$ cat src/rtl/uart_pkg.sv
// uart_pkg: shared UART state encodings, parity modes and sizing helper
package uart_pkg;
    localparam int PARITY_NONE = 0;
    localparam int PARITY_EVEN = 1;
    localparam int PARITY_ODD  = 2;

    typedef enum logic [5:0] {
        ST_IDLE      = 6'b000001,
        ST_START     = 6'b000010,
        ST_DATA      = 6'b000100,
        ST_PARITY    = 6'b001000,
        ST_STOP      = 6'b010000,
        ST_WAIT_IDLE = 6'b100000
    } rx_state_e;

    function automatic int clogb2(input int value);
        int r;
        r = 0;
        for (int v = value; v > 0; v = v >> 1) r++;
        return r;
    endfunction
endpackage

$ cat src/rtl/uart_rx_sync.sv
// uart_rx_sync: multi-flop synchroniser for the serial line, resets to idle-high
module uart_rx_sync #(
    parameter int SYNC_STAGES = 2
) (
    input  logic clk,
    input  logic i_rst_n,
    input  logic i_rx,
    output logic o_rxs
);
    logic [SYNC_STAGES-1:0] q;

    always_ff @(posedge clk or negedge i_rst_n) begin
        if (!i_rst_n) q <= '1;
        else          q <= {q[SYNC_STAGES-2:0], i_rx};
    end

    assign o_rxs = q[SYNC_STAGES-1];
endmodule

$ cat src/rtl/uart_rx_cfg.sv
// uart_rx_cfg: configurable oversampling UART receiver with parity, framing and break detection
module uart_rx_cfg
    import uart_pkg::*;
#(
    parameter int NB_DATA     = 8,
    parameter int OVERSAMPLE  = 16,
    parameter int PARITY_MODE = 0,
    parameter int NB_STOP     = 1,
    parameter int SYNC_STAGES = 2
) (
    input  logic               clk,
    input  logic               i_rst_n,
    input  logic               i_tick,
    input  logic               i_rx,
    output logic [NB_DATA-1:0] o_data,
    output logic               o_rxdone,
    output logic               o_parity_err,
    output logic               o_frame_err,
    output logic               o_break
);
    localparam int CW = clogb2(OVERSAMPLE - 1);
    localparam int IW = clogb2(NB_DATA);
    localparam logic [CW-1:0] HALF     = CW'(OVERSAMPLE / 2 - 1);
    localparam logic [CW-1:0] LAST     = CW'(OVERSAMPLE - 1);
    localparam logic [IW-1:0] LAST_BIT = IW'(NB_DATA - 1);

    rx_state_e state, next_state;
    logic [CW-1:0] cnt, next_cnt;
    logic [IW-1:0] idx, next_idx;
    logic [NB_DATA-1:0] sr, next_sr, next_data;
    logic stop_n, next_stop_n, stop0, next_stop0, psamp, next_psamp;
    logic perr, next_perr, ferr, next_ferr;
    logic next_rxdone, next_parity_err, next_frame_err, next_break;
    logic rxs, samp, s0, fe_now, brk_now;

    uart_rx_sync #(.SYNC_STAGES(SYNC_STAGES)) u_sync (
        .clk     (clk),
        .i_rst_n (i_rst_n),
        .i_rx    (i_rx),
        .o_rxs   (rxs)
    );

    assign samp    = i_tick && cnt == LAST;
    assign s0      = stop_n ? stop0 : rxs;
    assign fe_now  = ferr | ~rxs;
    assign brk_now = ~|sr & ~psamp & ~s0;

    always_comb begin
        next_state      = state;
        next_cnt        = i_tick ? cnt + 1'b1 : cnt;
        next_idx        = idx;
        next_sr         = sr;
        next_stop_n     = stop_n;
        next_stop0      = stop0;
        next_psamp      = psamp;
        next_perr       = perr;
        next_ferr       = ferr;
        next_data       = o_data;
        next_rxdone     = 1'b0;
        next_parity_err = o_parity_err;
        next_frame_err  = o_frame_err;
        next_break      = o_break;
        case (state)
            ST_IDLE: begin
                next_cnt = '0;
                if (!rxs) next_state = ST_START;
            end
            ST_START: if (i_tick && cnt == HALF) begin
                next_cnt    = '0;
                next_idx    = '0;
                next_stop_n = 1'b0;
                next_psamp  = 1'b0;
                next_perr   = 1'b0;
                next_ferr   = 1'b0;
                next_state  = rxs ? ST_IDLE : ST_DATA;
            end
            ST_DATA: if (samp) begin
                next_cnt = '0;
                next_sr  = {rxs, sr[NB_DATA-1:1]};
                next_idx = idx + 1'b1;
                if (idx == LAST_BIT) next_state = (PARITY_MODE != PARITY_NONE) ? ST_PARITY : ST_STOP;
            end
            ST_PARITY: if (samp) begin
                next_cnt   = '0;
                next_psamp = rxs;
                next_perr  = rxs != ((PARITY_MODE == PARITY_ODD) ? ~^sr : ^sr);
                next_state = ST_STOP;
            end
            ST_STOP: if (samp) begin
                next_cnt    = '0;
                next_stop_n = 1'b1;
                next_stop0  = s0;
                next_ferr   = fe_now;
                // final stop sample completes the frame and publishes everything at once
                if (NB_STOP == 1 || stop_n) begin
                    next_data       = sr;
                    next_rxdone     = 1'b1;
                    next_parity_err = perr;
                    next_frame_err  = fe_now;
                    next_break      = brk_now;
                    next_state      = fe_now ? ST_WAIT_IDLE : ST_IDLE;
                end
            end
            ST_WAIT_IDLE: begin
                next_cnt = '0;
                if (rxs) next_state = ST_IDLE;
            end
            default: next_state = ST_IDLE;
        endcase
    end

    always_ff @(posedge clk or negedge i_rst_n) begin
        if (!i_rst_n) begin
            state        <= ST_IDLE;
            cnt          <= '0;
            idx          <= '0;
            sr           <= '0;
            stop_n       <= 1'b0;
            stop0        <= 1'b0;
            psamp        <= 1'b0;
            perr         <= 1'b0;
            ferr         <= 1'b0;
            o_data       <= '0;
            o_rxdone     <= 1'b0;
            o_parity_err <= 1'b0;
            o_frame_err  <= 1'b0;
            o_break      <= 1'b0;
        end else begin
            state        <= next_state;
            cnt          <= next_cnt;
            idx          <= next_idx;
            sr           <= next_sr;
            stop_n       <= next_stop_n;
            stop0        <= next_stop0;
            psamp        <= next_psamp;
            perr         <= next_perr;
            ferr         <= next_ferr;
            o_data       <= next_data;
            o_rxdone     <= next_rxdone;
            o_parity_err <= next_parity_err;
            o_frame_err  <= next_frame_err;
            o_break      <= next_break;
        end
    end
endmodule
$ cat config.mk
export PLATFORM = sky130hd
export DESIGN_NAME = uart_rx_cfg
export DESIGN_NICKNAME = d
export VERILOG_FILES = /design/src/rtl/uart_pkg.sv /design/src/rtl/uart_rx_sync.sv /design/src/rtl/uart_rx_cfg.sv
export SDC_FILE = /design/constraint.sdc
export NUM_CORES = 1
export LEC_CHECK = 0
export BUFFER_PORTS_ARGS = -buffer_cell sky130_fd_sc_hd__buf_2
export CORE_UTILIZATION = 58
export DETAILED_ROUTE_END_ITERATION = 10
export PLACE_DENSITY = 0.76
export SLEW_MARGIN = 20
export SYNTH_ARGS = -nofsm -noshare
export SYNTH_HDL_FRONTEND = slang
export SYNTH_SLANG_ARGS = --single-unit
$ cat constraint.sdc
create_clock -name clk -period 2.45 [get_ports clk]
set_input_delay 0.1225 -clock clk [delete_from_list [all_inputs] [get_ports clk]]
set_output_delay 0.1225 -clock clk [all_outputs]
set_load 0.005 [all_outputs]
# == After elaboration in Yosys (flattened, before gate mapping) ==
# Cells that the tools add are included.
# op_classes
add_sub_neg,2
eq_ne,17
muxes,29
n_bitwise,6
n_reduce_logical,16
# op_table
operator,n
6-bit two-way mux,8
6-bit case mux with 6 select lines,1
4-bit two-way mux,5
"2-bit inequality test, second input constant",6
4-bit case mux with 3 select lines,1
3-bit AND reduction,3
"4-bit by 1-bit adder with 4-bit output, second input constant",2
"4-bit by 3-bit equality test with 1-bit output, second input constant",2
1-bit two-way mux,8
1-bit case mux with 2 select lines,4
4-bit case mux with 2 select lines,1
8-bit OR reduction,1
8-bit parity,1
7-bit AND reduction,1
"6-bit by 1-bit equality test with 1-bit output, second input constant",1
"6-bit by 2-bit equality test with 1-bit output, second input constant",1
"6-bit by 3-bit equality test with 1-bit output, second input constant",1
"6-bit by 4-bit equality test with 1-bit output, second input constant",1
"6-bit by 5-bit equality test with 1-bit output, second input constant",1
"6-bit equality test, second input constant",1
2-bit nonzero test,3
"4-bit equality test, second input constant",1
2-bit AND reduction,2
3-bit two-way mux,1
other kinds (9),13
# totals
ff_bits,41
elab_cells,85

# == Depth between registers and ports, before layout ==
# Gate-level depths: netlist of run 1.
# logic_depth
word_depth,5
depth_mapped,6
depth_no_buf,5

# == Modules after synthesis ==
# From an unflattened synthesis of run 1, not the netlist that was laid out.
# hier_totals
hier_cells,151
hier_area_um2,1727.9
# by_module_without_submodules
module,instances,cells_each,area_each_um2,seq_area_each_um2
uart_rx_cfg,1,149,1675.4,877.1
uart_rx_sync,1,2,52.6,52.6

# == Worst setup path after synthesis of run 1 ==
# No wires, ideal clock.
# synth_path
kind,register to register
startpoint,register state[1]
endpoint,register o_data[0]
setup_ns,0.125
t_arrival_ns,1.597
required_time_ns,2.325
slack_ns,0.728
stages_incl_launch_ff,6
n_path_buf,2
synth_period_minus_slack_ns,1.722
cell_sequence,dfrtp_1 buf_4 or3_4 nor3_4 buf_6 mux2_4
# synth_via
elab_chain_len,2
# synth_lines
item,line_no,text
from (decl),uart_rx_cfg.sv:27,"rx_state_e state, next_state;"
from (signal assigned),uart_rx_cfg.sv:129,state <= next_state;
6-bit by 5-bit equality test with 1-bit output,uart_rx_cfg.sv:63,case (state)
2-bit AND reduction (no source line),-,
to (signal assigned),uart_rx_cfg.sv:138,o_data <= next_data;
to (decl),uart_rx_cfg.sv:15,"output logic [NB_DATA-1:0] o_data,"
# Every way passes these cells.
# A chain may end at the register's enable or synchronous reset.

# == Worst setup path after layout of run 1 ==
# layout_path
startpoint,register state[1]
endpoint,register state[2]
# layout_via
elab_chain_len,3
elab_cells_between_ends,15
cone_classes,eq/ne (13); mux (1); reduce/logical (1)
# layout_lines
item,line_no
"6-bit by 1-bit equality test with 1-bit output, or another cell as far along",uart_rx_cfg.sv:63
2-bit inequality test (no source line) or 2-bit by 1-bit inequality test with 1-bit output (tied branches),-
7-bit AND reduction (no source line),-
# Several ways; a longest one is shown, not always the timed one.

==> flow_summary.rst, run 1 <==
.. list-table::
   :header-rows: 1

   * - Metric
     - Value
   * - Result of the run
     - finished, final reports clean
   * - Cts repair resizes
     - 0
   * - Cell depth of the worst min-delay path
     - 3
   * - Number of max-capacitance violations reported
     - 0
   * - Post-synthesis sequential area ratio
     - 49.0%
   * - Number of violations reported at the end of detailed-routing iteration 0
     - 91
   * - Final Max Slew Viols
     - 0
   * - Net count after synthesis
     - 171
   * - Synthesis-stage register bit count
     - 37
   * - Yosys top cell by area
     - sky130_fd_sc_hd__dfrtp_1
   * - Worst relative slew slack
     - 46.3%
   * - Critical hold path startpoint
     - i_tick
   * - Root Driver
     - sky130_fd_sc_hd__clkbuf_4
   * - Largest net degree at the start of global routing
     - 38
   * - Start of the worst register-to-register path
     - state[1]$_DFFE_PN0P_
   * - Setup WS post-layout
     - 446 ps
   * - Setup repair after global routing missed its margin
     - no
   * - Ratio of cells with drive above 1 in the final layout
     - 29.7%
   * - Setup crit end kind
     - flip-flop
   * - Number of cells traversed by the worst register-to-register path
     - 4
   * - Largest cells by area after synthesis
     - sky130_fd_sc_hd__dfrtp_1 45%, sky130_fd_sc_hd__mux2_2 7.1%, sky130_fd_sc_hd__mux2_4 6.3%
   * - Count of antenna-violating nets left after detailed routing
     - 0
   * - Endpoints failing hold
     - 0
   * - Max Fanout on Critical Path
     - 10
   * - Total power after layout
     - 1460 uW
   * - CP Data Arrival Time
     - 2250 ps
   * - Standard-cell rows
     - 20
   * - Area growth syn-to-layout
     - 8.65%
   * - Overall die height
     - 59.2 um
   * - Overall die area
     - 3500 um^2
   * - Post-Syn Instances
     - 165
   * - Post-detailed-route wirelength per cell
     - 15.5 um
   * - Timing-limited maximum frequency
     - 499 MHz
   * - Leakage power
     - 0.000973 uW
   * - Crit Path Class
     - reg2reg
   * - Antenna diodes
     - 0
   * - Total Routed Length
     - 3510 um
   * - Antenna violations before repair
     - 0
   * - Worst Path Required
     - 2690 ps
   * - Most common cell after layout, fill and taps aside
     - sky130_fd_sc_hd__dfrtp_1
   * - Transition at the pin with the smallest max-transition slack
     - 805 ps
   * - Nature of the critical path startpoint
     - flip-flop
   * - Worst clock skew
     - 6.66 ps
   * - Worst IR drop on VDD
     - 0.525 mV
   * - Total routing resource utilization after global routing
     - 23.1%
   * - Area of the core
     - 3080 um^2
   * - Setup Total Neg Slack
     - 0 ps
   * - Crit. Startpoint
     - state[1]$_DFFE_PN0P_
   * - Die span in x
     - 59.2 um
   * - Vias in the first global route
     - 1291
   * - Period utilization
     - 81.8%
   * - Effective utilization at floorplan
     - 61.6%
   * - Deepest level of the CTS H-tree
     - 2
   * - Post-CTS clock slew at the launch and capture registers of the worst setup and hold paths
     - 110 ps
   * - Weighted congestion reported at the end of routability-driven placement
     - 0.932
   * - Port bufs
     - 14
   * - Post-detailed-route DRC marker count
     - 0
   * - HP Class
     - in2reg
   * - Number of clock sinks
     - 37
   * - Half-perimeter wire length of the detailed placement result
     - 2440 um
   * - Number of nets in the final layout
     - 187
   * - Time the final worst path needs with I/O delays and setup
     - 2000 ps
   * - Vias per inst
     - 6.00
   * - Detailed Routing Iterations Pass 1
     - 5
   * - Worst-case clock buffer depth
     - 2
   * - Worst Setup Slack post-DPL
     - 546 ps
   * - Via count
     - 1356
   * - Post-synth design cell area
     - 1900 um^2
   * - Commonest cells after routing, fill and taps aside
     - 34 x sky130_fd_sc_hd__dfrtp_1, 14 x sky130_fd_sc_hd__buf_2, 12 x sky130_fd_sc_hd__mux2_2
   * - Endpoints failing setup
     - 0
   * - Average size of a mapped cell
     - 11.5 um^2
   * - Number of clock buffers inserted by TritonCTS
     - 5
   * - Synth top area share
     - 44.9%
   * - Congestion Overflow GR
     - 0
   * - Global-route wire length before repair
     - 5910 um
   * - Clock tree from TritonCTS
     - built
   * - Power Dens Cells
     - 710 nW/um^2
   * - Skew-Pair Late Insertion Delay
     - 350 ps
   * - Number of distinct library cell variants in the gate-level netlist after synthesis
     - 46
   * - I/O pin count
     - 16
   * - Number of warning messages in the yosys log
     - 0
[power breakdown]
part | internal, uW | total (uW) | switching, uW
combinational | 158 | 375 | 218
sequential | 659 | 735 | 76.1
clock | 140 | 351 | 211
[stage by stage]
step / instance area, um^2 / utilization (%) / cells / hold WS [ps]
2_1_floorplan: 1900 / - / 165 / -173
3_3_place_gp: 1970 / 64.1 / 216 / 229
3_5_place_dp: 1970 / 64.1 / 216 / 229
4_1_cts: 2060 / 66.9 / 226 / 162
5_1_grt: 2060 / 66.9 / 226 / 167
6_report: 2060 / 66.9 / 226 / 165
[critical path, stage by stage (launching register included)]
cell and delay, ps:
sky130_fd_sc_hd__dfrtp_1 560, sky130_fd_sc_hd__nor2b_1 520, sky130_fd_sc_hd__a32oi_1 210, sky130_fd_sc_hd__o21ai_0 260
sky130_fd_sc_hd__mux2_2 360
[kinds of logic after synthesis]
logic type | after synthesis | synth area share [%]
flops | 37 | 49.0
xor+xnor | 3 | 1.39
mux | 24 | 15.6
compound gates | 26 | 9.57
fa+ha+maj | 2 | 1.32
buf+inv | 15 | 4.42
other cells | 1 | 0.198
simple gates | 57 | 18.5
[synthesized netlist by cell type (all sizes together)]
| cell | instances |
|---|---|
| dfrtp | 34 |
| mux2 | 20 |
| nor3 | 10 |
| buf | 8 |
| nand2 | 8 |
| nand3 | 8 |
| nor2 | 7 |
| o21ai | 7 |
| inv | 6 |
| nand4 | 5 |
| nor4 | 5 |
| a21oi | 4 |
| mux2i | 4 |
| nand2b | 4 |
| nor2b | 4 |
| dfstp | 3 |
| o2bb2ai | 3 |
| a31oi | 2 |
| ha | 2 |
| xnor2 | 2 |
| a211oi | 1 |
| a21boi | 1 |
| a21o | 1 |
| a221oi | 1 |
| a22o | 1 |
| a22oi | 1 |
| a32oi | 1 |
| a41o | 1 |
| and3 | 1 |
| and3b | 1 |
| clkbuf | 1 |
| conb | 1 |
| nand3b | 1 |
| nand4b | 1 |
| nor3b | 1 |
| o211a | 1 |
| o221a | 1 |
| or3 | 1 |
| xor2 | 1 |
[metal layers]
| metal | share of wire [%] | wire length [um] | track usage [%] | vias up |
|---|---|---|---|---|
| li1 | - | - | - | 636 |
| met1 | 46 | 1610 | 32.6 | 653 |
| met2 | 45 | 1590 | 33.1 | 61 |
| met3 | 7.3 | 256 | 6.11 | 6 |
| met4 | 1.3 | 44 | 10.9 | 0 |
| met5 | 0 | 0 | 0 | - |
[state kept, by name (all words and copies together) (netlist names)]
register	count
u_sync.q	2
state	5
idx	4
cnt	4
o_frame_err	1
ferr	1
stop0	1
sr	8
o_break	1
o_rxdone	1
stop_n	1
o_data	8
[area by class of cell]
type / instances / area [um^2]
fill: 260 / 1020
sequential: 37 / 930
multi-input combinational: 113 / 882
timing repair buffer: 18 / 105
tap: 44 / 55.1
clock buffer: 6 / 51.3
inverter: 6 / 22.5
clock inverter: 2 / 13.8
[what timing repair did]
action | 4_1_cts | 5_1_grt
hold buffers | 2 | 0
setup endpoints to repair | 0 | 0
hold endpoints to repair | 35 | 0
buffers inserted | 0 | 0
[path summary, 6_finish.rpt]
check                                   endpoint  slack [ps]
max                         state[2]$_DFFE_PN0P_         450
min                             cnt[0]$_DFF_PN0_         170
max reg2reg                 state[2]$_DFFE_PN0P_         450
min reg2reg                u_sync.q[1]$_DFF_PN1_         360
max in group asynchronous      sr[7]$_DFFE_PN0P_        1550
min in group asynchronous   state[1]$_DFFE_PN0P_         390
No activity file was read; power rests on OpenSTA's default activity.
==> run 2, diff against run 1 <==
==> constraint.sdc (replaced) <==
create_clock -name clk -period 1.9 [get_ports clk]
set_input_delay 0.095 -clock clk [delete_from_list [all_inputs] [get_ports clk]]
set_output_delay 0.095 -clock clk [all_outputs]
set_load 0.005 [all_outputs]
==> run 2 against run 1 <==
  * Global-route usage increased by 2.5 points
  * Core utilization is 3.0 points higher
  * Clock power is 56% higher
  * Sequential share of layout area down 2.0 points
  * Count of clock-buffer cells in the layout unchanged
  * Largest cell class unchanged
==> flow_summary.rst, run 2 (same netlist as run 1, synthesis figures left out) <==
.. list-table::
   :header-rows: 1

   * - Metric
     - Value
   * - Result of the run
     - finished, final reports clean (unchanged)
   * - Number of nets in the final layout
     - 196 (was 187)
   * - Commonest cells after routing, fill and taps aside
     - 34 x sky130_fd_sc_hd__dfrtp_1, 14 x sky130_fd_sc_hd__buf_2, 12 x sky130_fd_sc_hd__mux2_2 (unchanged)
   * - Overall die height
     - 59.2 um (unchanged)
   * - Via count
     - 1370 (was 1356)
   * - Power Dens Cells
     - 953 nW/um^2 (was 710 nW/um^2)
   * - Period utilization
     - 94.0% (was 81.8%)
   * - Cell area reported after detailed placement
     - 2040 um^2 (was 1970 um^2)
   * - Most common cell after layout, fill and taps aside
     - sky130_fd_sc_hd__dfrtp_1 (unchanged)
   * - Cell at the slowest stage of the critical path
     - sky130_fd_sc_hd__dfrtp_1 (unchanged)
   * - Antenna violations before repair
     - 0 (unchanged)
   * - Standard-cell rows
     - 20 (unchanged)
   * - Worst clock skew
     - 13.3 ps (was 6.66 ps)
   * - Worst Path Required
     - 2160 ps (was 2690 ps)
   * - Congestion Overflow GR
     - 0 (unchanged)
   * - Half-perimeter wire length of the detailed placement result
     - 2680 um (was 2440 um)
   * - Deepest level of the CTS H-tree
     - 2 (unchanged)
   * - CP Data Arrival Time
     - 2040 ps (was 2250 ps)
   * - Total power after layout
     - 2050 uW (was 1460 uW)
   * - Weighted congestion reported at the end of routability-driven placement
     - 0.904 (was 0.932)
   * - Time the final worst path needs with I/O delays and setup
     - 1790 ps (was 2000 ps)
   * - Nature of the critical path startpoint
     - flip-flop (unchanged)
   * - Endpoints failing hold
     - 0 (unchanged)
   * - Vias in the first global route
     - 1295 (was 1291)
   * - Number of cells traversed by the worst register-to-register path
     - 4 (unchanged)
   * - Area growth syn-to-layout
     - 13.6% (was 8.65%)
   * - HP Class
     - in2reg (unchanged)
   * - Largest net degree at the start of global routing
     - 38 (unchanged)
   * - Cell depth of the worst min-delay path
     - 3 (unchanged)
   * - Final Max Slew Viols
     - 0 (unchanged)
   * - Post-CTS clock slew at the launch and capture registers of the worst setup and hold paths
     - 110 ps (about the same)
   * - Antenna diodes
     - 0 (unchanged)
   * - Die span in x
     - 59.2 um (unchanged)
   * - Worst path cell trace
     - xor2_1 > a32oi_1 > o221a_2 > nor4_2 (was nor2b_1 > a32oi_1 > o21ai_0 > mux2_2)
   * - Number of clock sinks
     - 37 (unchanged)
   * - Effective utilization at floorplan
     - 61.6% (unchanged)
   * - Clock tree from TritonCTS
     - built (unchanged)
   * - Leakage power
     - 0.00102 uW (was 0.000973 uW)
   * - Ratio of cells with drive above 1 in the final layout
     - 33.0% (was 29.7%)
   * - Total routing resource utilization after global routing
     - 25.5% (was 23.1%)
   * - Area of the core
     - 3080 um^2 (unchanged)
   * - Port bufs
     - 14 (unchanged)
   * - Root Driver
     - sky130_fd_sc_hd__clkbuf_4 (unchanged)
   * - Timing-limited maximum frequency
     - 560 MHz (was 499 MHz)
   * - Peak per-stage delay on the critical path
     - 630 ps (was 560 ps)
   * - Number of clock buffers inserted by TritonCTS
     - 5 (unchanged)
   * - Setup crit end kind
     - flip-flop (unchanged)
   * - Setup repair after global routing missed its margin
     - no (unchanged)
   * - Number of max-capacitance violations reported
     - 0 (unchanged)
   * - Total Routed Length
     - 4010 um (was 3510 um)
   * - Total area of multi-input combinational cells
     - 885 um^2 (was 882 um^2)
   * - Fin area
     - 2150 um^2 (was 2060 um^2)
   * - Number of violations reported at the end of detailed-routing iteration 0
     - 87 (was 91)
   * - Max Fanout on Critical Path
     - 11 (was 10)
   * - Endpoints failing setup
     - 0 (unchanged)
   * - Worst IR drop on VDD
     - 0.539 mV (was 0.525 mV)
   * - Vias per inst
     - 5.83 (was 6.00)
   * - Largest regs
     - o_data: 8 flops, sr: 8 flops, state: 5 flops (unchanged)
   * - Worst-case clock buffer depth
     - 2 (unchanged)
   * - Crit Path Class
     - reg2reg (unchanged)
   * - Skew-Pair Late Insertion Delay
     - 360 ps (was 350 ps)
   * - Post-detailed-route wirelength per cell
     - 17.1 um (was 15.5 um)
   * - Overall die area
     - 3500 um^2 (unchanged)
   * - Setup Total Neg Slack
     - 0 ps (unchanged)
   * - Global-route wire length before repair
     - 6370 um (was 5910 um)
   * - Count of antenna-violating nets left after detailed routing
     - 0 (unchanged)
   * - Storage element area
     - 930 um^2 (unchanged)
   * - Worst Setup Slack post-DPL
     - 131 ps (was 546 ps)
   * - I/O pin count
     - 16 (unchanged)
   * - Filler cell count in the final layout
     - 257 (was 260)
   * - Worst relative slew slack
     - 46.6% (was 46.3%)
   * - Detailed Routing Iterations Pass 1
     - 4 (was 5)
   * - Transition at the pin with the smallest max-transition slack
     - 800 ps (was 805 ps)
   * - Post-detailed-route DRC marker count
     - 0 (unchanged)
   * - Setup WS post-layout
     - 115 ps (was 446 ps)
run 2: what timing repair did:
item | CTS | global route
hold endpoints to repair | 35 | 0
resized for setup | 0 | 1
hold buffers | 2 | 0
endpoints found under the setup margin | 0 | 2
buffers inserted | 0 | 2
run 2: layout make-up:
cell class	count	share of cell area [%]
clock buffers	6	1.92
multi-input cells	113	41.1
flip-flops and latches	37	43.2
clock inverters	2	1.63
repair buffers	27	8.60
inverters	6	1.05
well taps	44	2.56
run 2: path summary, 6_finish.rpt:
check | startpoint | endpoint | slack [ps]
setup / recovery | state[4]$_DFFE_PN0P_ | cnt[2]$_DFF_PN0_ | 110
setup reg to reg | state[4]$_DFFE_PN0P_ | cnt[2]$_DFF_PN0_ | 110
max in group asynchronous | i_rst_n | cnt[2]$_DFF_PN0_ | 1050
min in group asynchronous | i_rst_n | state[5]$_DFFE_PN0P_ | 340
hold / removal | i_tick | cnt[0]$_DFF_PN0_ | 120
hold reg to reg | u_sync.q[0]$_DFF_PN1_ | u_sync.q[1]$_DFF_PN1_ | 360
run 2: layer usage:
layer  share of wire [%]  GRT usage, %  wire, um  up-vias
met4                 1.5          12.2        61        0
met1                  47          35.6      1880      676
met5                   0             0         0        -
met2                  47          38.6      1900       38
met3                 4.3          4.59       171        8
li1                    -             -         -      648
run 2: report_power, final:
part / switching (uW) / internal (uW) / leakage, uW
combinational: 327 / 249 / 0.000479
sequential: 76.8 / 850 / 0.000498
clock: 273 / 276 / 0.0000422
run 2: worst max-delay path: cells and delay by family, from the launching register on:
family	cells	cell delay (ps)
xor+xnor	1	320
compound gates	2	480
flops	1	630
simple gates	1	250
run 2: metrics by stage:
| step | std cells | utilization [%] | hold slack, ps |
|---|---|---|---|
| 6_report | 235 | 70.0 | 122 |
| 5_1_grt | 235 | 70.0 | 139 |
| 4_1_cts | 233 | 69.4 | 103 |
| 3_5_place_dp | 223 | 66.3 | 201 |
| 3_3_place_gp | 223 | 66.3 | 200 |
| 2_1_floorplan | 165 | - | -201 |
==> run 3, diff against run 2 <==
--- a/config.mk
+++ b/config.mk
@@ -7,8 +7,10 @@
 export LEC_CHECK = 0
 export BUFFER_PORTS_ARGS = -buffer_cell sky130_fd_sc_hd__buf_2
 export CORE_UTILIZATION = 58
+export CTS_CLUSTER_SIZE = 14
 export DETAILED_ROUTE_END_ITERATION = 10
 export PLACE_DENSITY = 0.76
+export SETUP_SLACK_MARGIN = 0.3
 export SLEW_MARGIN = 20
 export SYNTH_ARGS = -nofsm -noshare
 export SYNTH_HDL_FRONTEND = slang
==> run 3 against run 2 <==
  * Count of clock-buffer cells in the layout decreased by 1
  * Cell count increased by 12%
  * Sequential power shrank 2%
  * Combinational power increased by 100%
  * First-iteration DRC count increased by 52%
  * Register-to-register slack worse by 60 ps
  * Total power rose by 28%
  * Hold slack better by 23 ps
  * Cell area increased by 24%
  * Core utilization increased by 17 points
  * Setup slack got worse by 61 ps
  * Global-route usage is 4.4 points higher
==> flow_summary.rst, run 3 (same netlist as run 1, synthesis figures left out) <==
.. list-table::
   :header-rows: 1

   * - Metric
     - Value
   * - Post-detailed-route wirelength per cell
     - 22.5 um (was 17.1 um)
   * - Standard-cell rows
     - 20 (unchanged)
   * - Worst Path Required
     - 2140 ps (was 2160 ps)
   * - Number of clock sinks
     - 37 (unchanged)
   * - Ratio of cells with drive above 1 in the final layout
     - 54.3% (was 33.0%)
   * - Power Dens Cells
     - 986 nW/um^2 (was 953 nW/um^2)
   * - Weighted congestion reported at the end of routability-driven placement
     - 0.978 (was 0.904)
   * - Vias in the first global route
     - 1518 (was 1295)
   * - Post-Route Hold Slack
     - 145 ps (was 122 ps)
   * - Number of clock buffers inserted by TritonCTS
     - 5 (unchanged)
   * - Setup Total Neg Slack
     - 0 ps (unchanged)
   * - Count of antenna-violating nets left after detailed routing
     - 0 (unchanged)
   * - Crit Path Class
     - reg2reg (unchanged)
   * - Number of violations reported at the end of detailed-routing iteration 0
     - 132 (was 87)
   * - Setup repair after global routing missed its margin
     - yes (was no)
   * - Overall die area
     - 3500 um^2 (unchanged)
   * - Vias per inst
     - 6.43 (was 5.83)
   * - Worst path cell trace
     - ha_4 > buf_4 > nand4b_1 > a32oi_2 > o21ai_1 > mux2_2 (was xor2_1 > a32oi_1 > o221a_2 > nor4_2)
   * - WP buf/inv
     - 1 (was 0)
   * - Number of nets in the final layout
     - 224 (was 196)
   * - Antenna violations before repair
     - 0 (unchanged)
   * - Time the final worst path needs with I/O delays and setup
     - 1850 ps (was 1790 ps)
   * - Total Routed Length
     - 5910 um (was 4010 um)
   * - Effective utilization at floorplan
     - 61.6% (unchanged)
   * - Endpoints failing hold
     - 0 (unchanged)
   * - Deepest level of the CTS H-tree
     - 2 (unchanged)
   * - Metal2 WL
     - 2850 um (was 1900 um)
   * - Congestion Overflow GR
     - 0 (unchanged)
   * - CP Data Arrival Time
     - 2090 ps (was 2040 ps)
   * - Cell at the slowest stage of the critical path
     - sky130_fd_sc_hd__dfrtp_1 (unchanged)
   * - HP Class
     - in2reg (unchanged)
   * - Met1 Wirelength
     - 2380 um (was 1880 um)
   * - I/O pin count
     - 16 (unchanged)
   * - Setup crit end kind
     - flip-flop (unchanged)
   * - Worst IR drop on VDD
     - 0.850 mV (was 0.539 mV)
   * - Largest net degree at the start of global routing
     - 38 (unchanged)
   * - Transition at the pin with the smallest max-transition slack
     - 836 ps (was 800 ps)
   * - Area growth syn-to-layout
     - 40.8% (was 13.6%)
   * - Post-CTS clock slew at the launch and capture registers of the worst setup and hold paths
     - 120 ps (was 110 ps)
   * - Gate family responsible for the most delay along the worst path
     - compound AO/OA/AOI/OAI gates (was flip-flops)
   * - Max Fanout on Critical Path
     - 3 (was 11)
   * - Commonest cells after routing, fill and taps aside
     - 31 x sky130_fd_sc_hd__dfrtp_1, 27 x sky130_fd_sc_hd__buf_4, 14 x sky130_fd_sc_hd__mux2_4, 14 x sky130_fd_sc_hd__buf_2, 8 x sky130_fd_sc_hd__buf_6 (was 34 x sky130_fd_sc_hd__dfrtp_1, 14 x sky130_fd_sc_hd__buf_2, 12 x sky130_fd_sc_hd__mux2_2)
   * - Worst relative slew slack
     - 44.3% (was 46.6%)
   * - Port bufs
     - 14 (unchanged)
   * - Root Driver
     - sky130_fd_sc_hd__clkbuf_4 (unchanged)
   * - Antenna diodes
     - 0 (unchanged)
   * - Leakage power
     - 0.00124 uW (was 0.00102 uW)
   * - Filler cell count in the final layout
     - 143 (was 257)
   * - Number of max-capacitance violations reported
     - 0 (unchanged)
   * - Overall die height
     - 59.2 um (unchanged)
   * - Nature of the critical path startpoint
     - flip-flop (unchanged)
   * - Highest routed metal layer
     - met4 (unchanged)
   * - Endpoints failing setup
     - 0 (unchanged)
   * - Worst clock skew
     - 6.22 ps (was 13.3 ps)
   * - Routed wl met3
     - 416 um (was 171 um)
   * - Detailed Routing Iterations Pass 1
     - 4 (unchanged)
   * - Global-route wire length before repair
     - 7560 um (was 6370 um)
   * - Worst-case clock buffer depth
     - 2 (unchanged)
   * - Period utilization
     - 97.2% (was 94.0%)
   * - Timing-limited maximum frequency
     - 542 MHz (was 560 MHz)
   * - Area of the core
     - 3080 um^2 (unchanged)
   * - Half-perimeter wire length of the detailed placement result
     - 2640 um (was 2680 um)
   * - Via count
     - 1692 (was 1370)
   * - Skew-Pair Late Insertion Delay
     - 350 ps (was 360 ps)
   * - Post-detailed-route DRC marker count
     - 0 (unchanged)
   * - Total routing resource utilization after global routing
     - 29.9% (was 25.5%)
   * - Most common cell after layout, fill and taps aside
     - sky130_fd_sc_hd__dfrtp_1 (unchanged)
   * - Die span in x
     - 59.2 um (unchanged)
   * - Peak per-stage delay on the critical path
     - 420 ps (was 630 ps)
   * - Clock tree from TritonCTS
     - built (unchanged)
   * - Result of the run
     - finished, final reports clean (unchanged)
   * - Final Max Slew Viols
     - 0 (unchanged)
   * - Largest regs
     - o_data: 8 flops, sr: 8 flops, state: 5 flops (unchanged)
-- run 3: cell types whose count changed in the layout (fill, tap and decap cells not counted), moves of 6 or more --
cell,previous run,this run
sky130_fd_sc_hd__buf_4,10,27
sky130_fd_sc_hd__buf_6,0,8
sky130_fd_sc_hd__mux2_2,12,6
sky130_fd_sc_hd__mux2_4,8,14
sky130_fd_sc_hd__nor3_1,7,1
-- run 3: what timing repair did --
item	CTS	global route
hold buffers	2	0
gates cloned	1	0
buffers inserted	20	9
pin swaps	6	13
gates resized for setup	16	40
endpoints found under the hold margin	35	0
endpoints found under the setup margin	27	30
-- run 3: per-stage QoR --
| stage | cells | worst slack, ps | util [%] | cell area (um^2) | power [uW] |
|---|---|---|---|---|---|
| after floorplan | 165 | 189 | - | 1900 | 1350 |
| after global placement | 223 | 191 | 66.3 | 2040 | 1460 |
| after detailed placement | 223 | 154 | 66.3 | 2040 | 1480 |
| after CTS | 254 | 206 | 78.1 | 2400 | 2260 |
| after global routing | 263 | 5.63 | 86.7 | 2670 | 2730 |
| final | 263 | 53.6 | 86.7 | 2670 | 2630 |
-- run 3: power breakdown --
part           leakage (uW)  switching [uW]  internal [uW]  total (uW)
Sequential         0.000493            61.4            850         912
Combinational      0.000703             607            547        1150
Clock             0.0000414             287            279         566
-- run 3: cell type report --
| type | count | area (um^2) | share of cell area (%) |
|---|---|---|---|
| multi-input combinational | 113 | 1100 | 41.4 |
| sequential | 37 | 933 | 35.0 |
| timing repair buffer | 55 | 470 | 17.6 |
| tap | 44 | 55.1 | 2.06 |
| clock inverter | 3 | 46.3 | 1.73 |
| clock buffer | 5 | 37.5 | 1.41 |
| inverter | 6 | 22.5 | 0.844 |
-- run 3: final timing paths --
| path | start | to | slack (ps) | cells past startpoint |
|---|---|---|---|---|
| max | cnt[1]$_DFF_PN0_ | state[2]$_DFFE_PN0P_ | 50 | 6 |
| min | i_tick | cnt[0]$_DFF_PN0_ | 140 | 3 |
| max reg2reg | cnt[1]$_DFF_PN0_ | state[2]$_DFFE_PN0P_ | 50 | 6 |
| min reg2reg | u_sync.q[0]$_DFF_PN1_ | u_sync.q[1]$_DFF_PN1_ | 370 | 0 |
| max in group asynchronous | i_rst_n | state[5]$_DFFE_PN0P_ | 960 | 2 |
| min in group asynchronous | i_rst_n | state[2]$_DFFE_PN0P_ | 370 | 2 |
-- run 3: worst min-delay path: cells and delay by family --
kind | cells | cell delay, ps
buf+inv | 1 | 180
xor+xnor | 1 | 160
simple gates | 1 | 40
-- run 3: metal layers --
layer,up-vias,GRT usage [%]
met5,-,0
met4,0,15.0
met3,32,6.77
met2,106,46.8
met1,840,39.3
li1,714,-
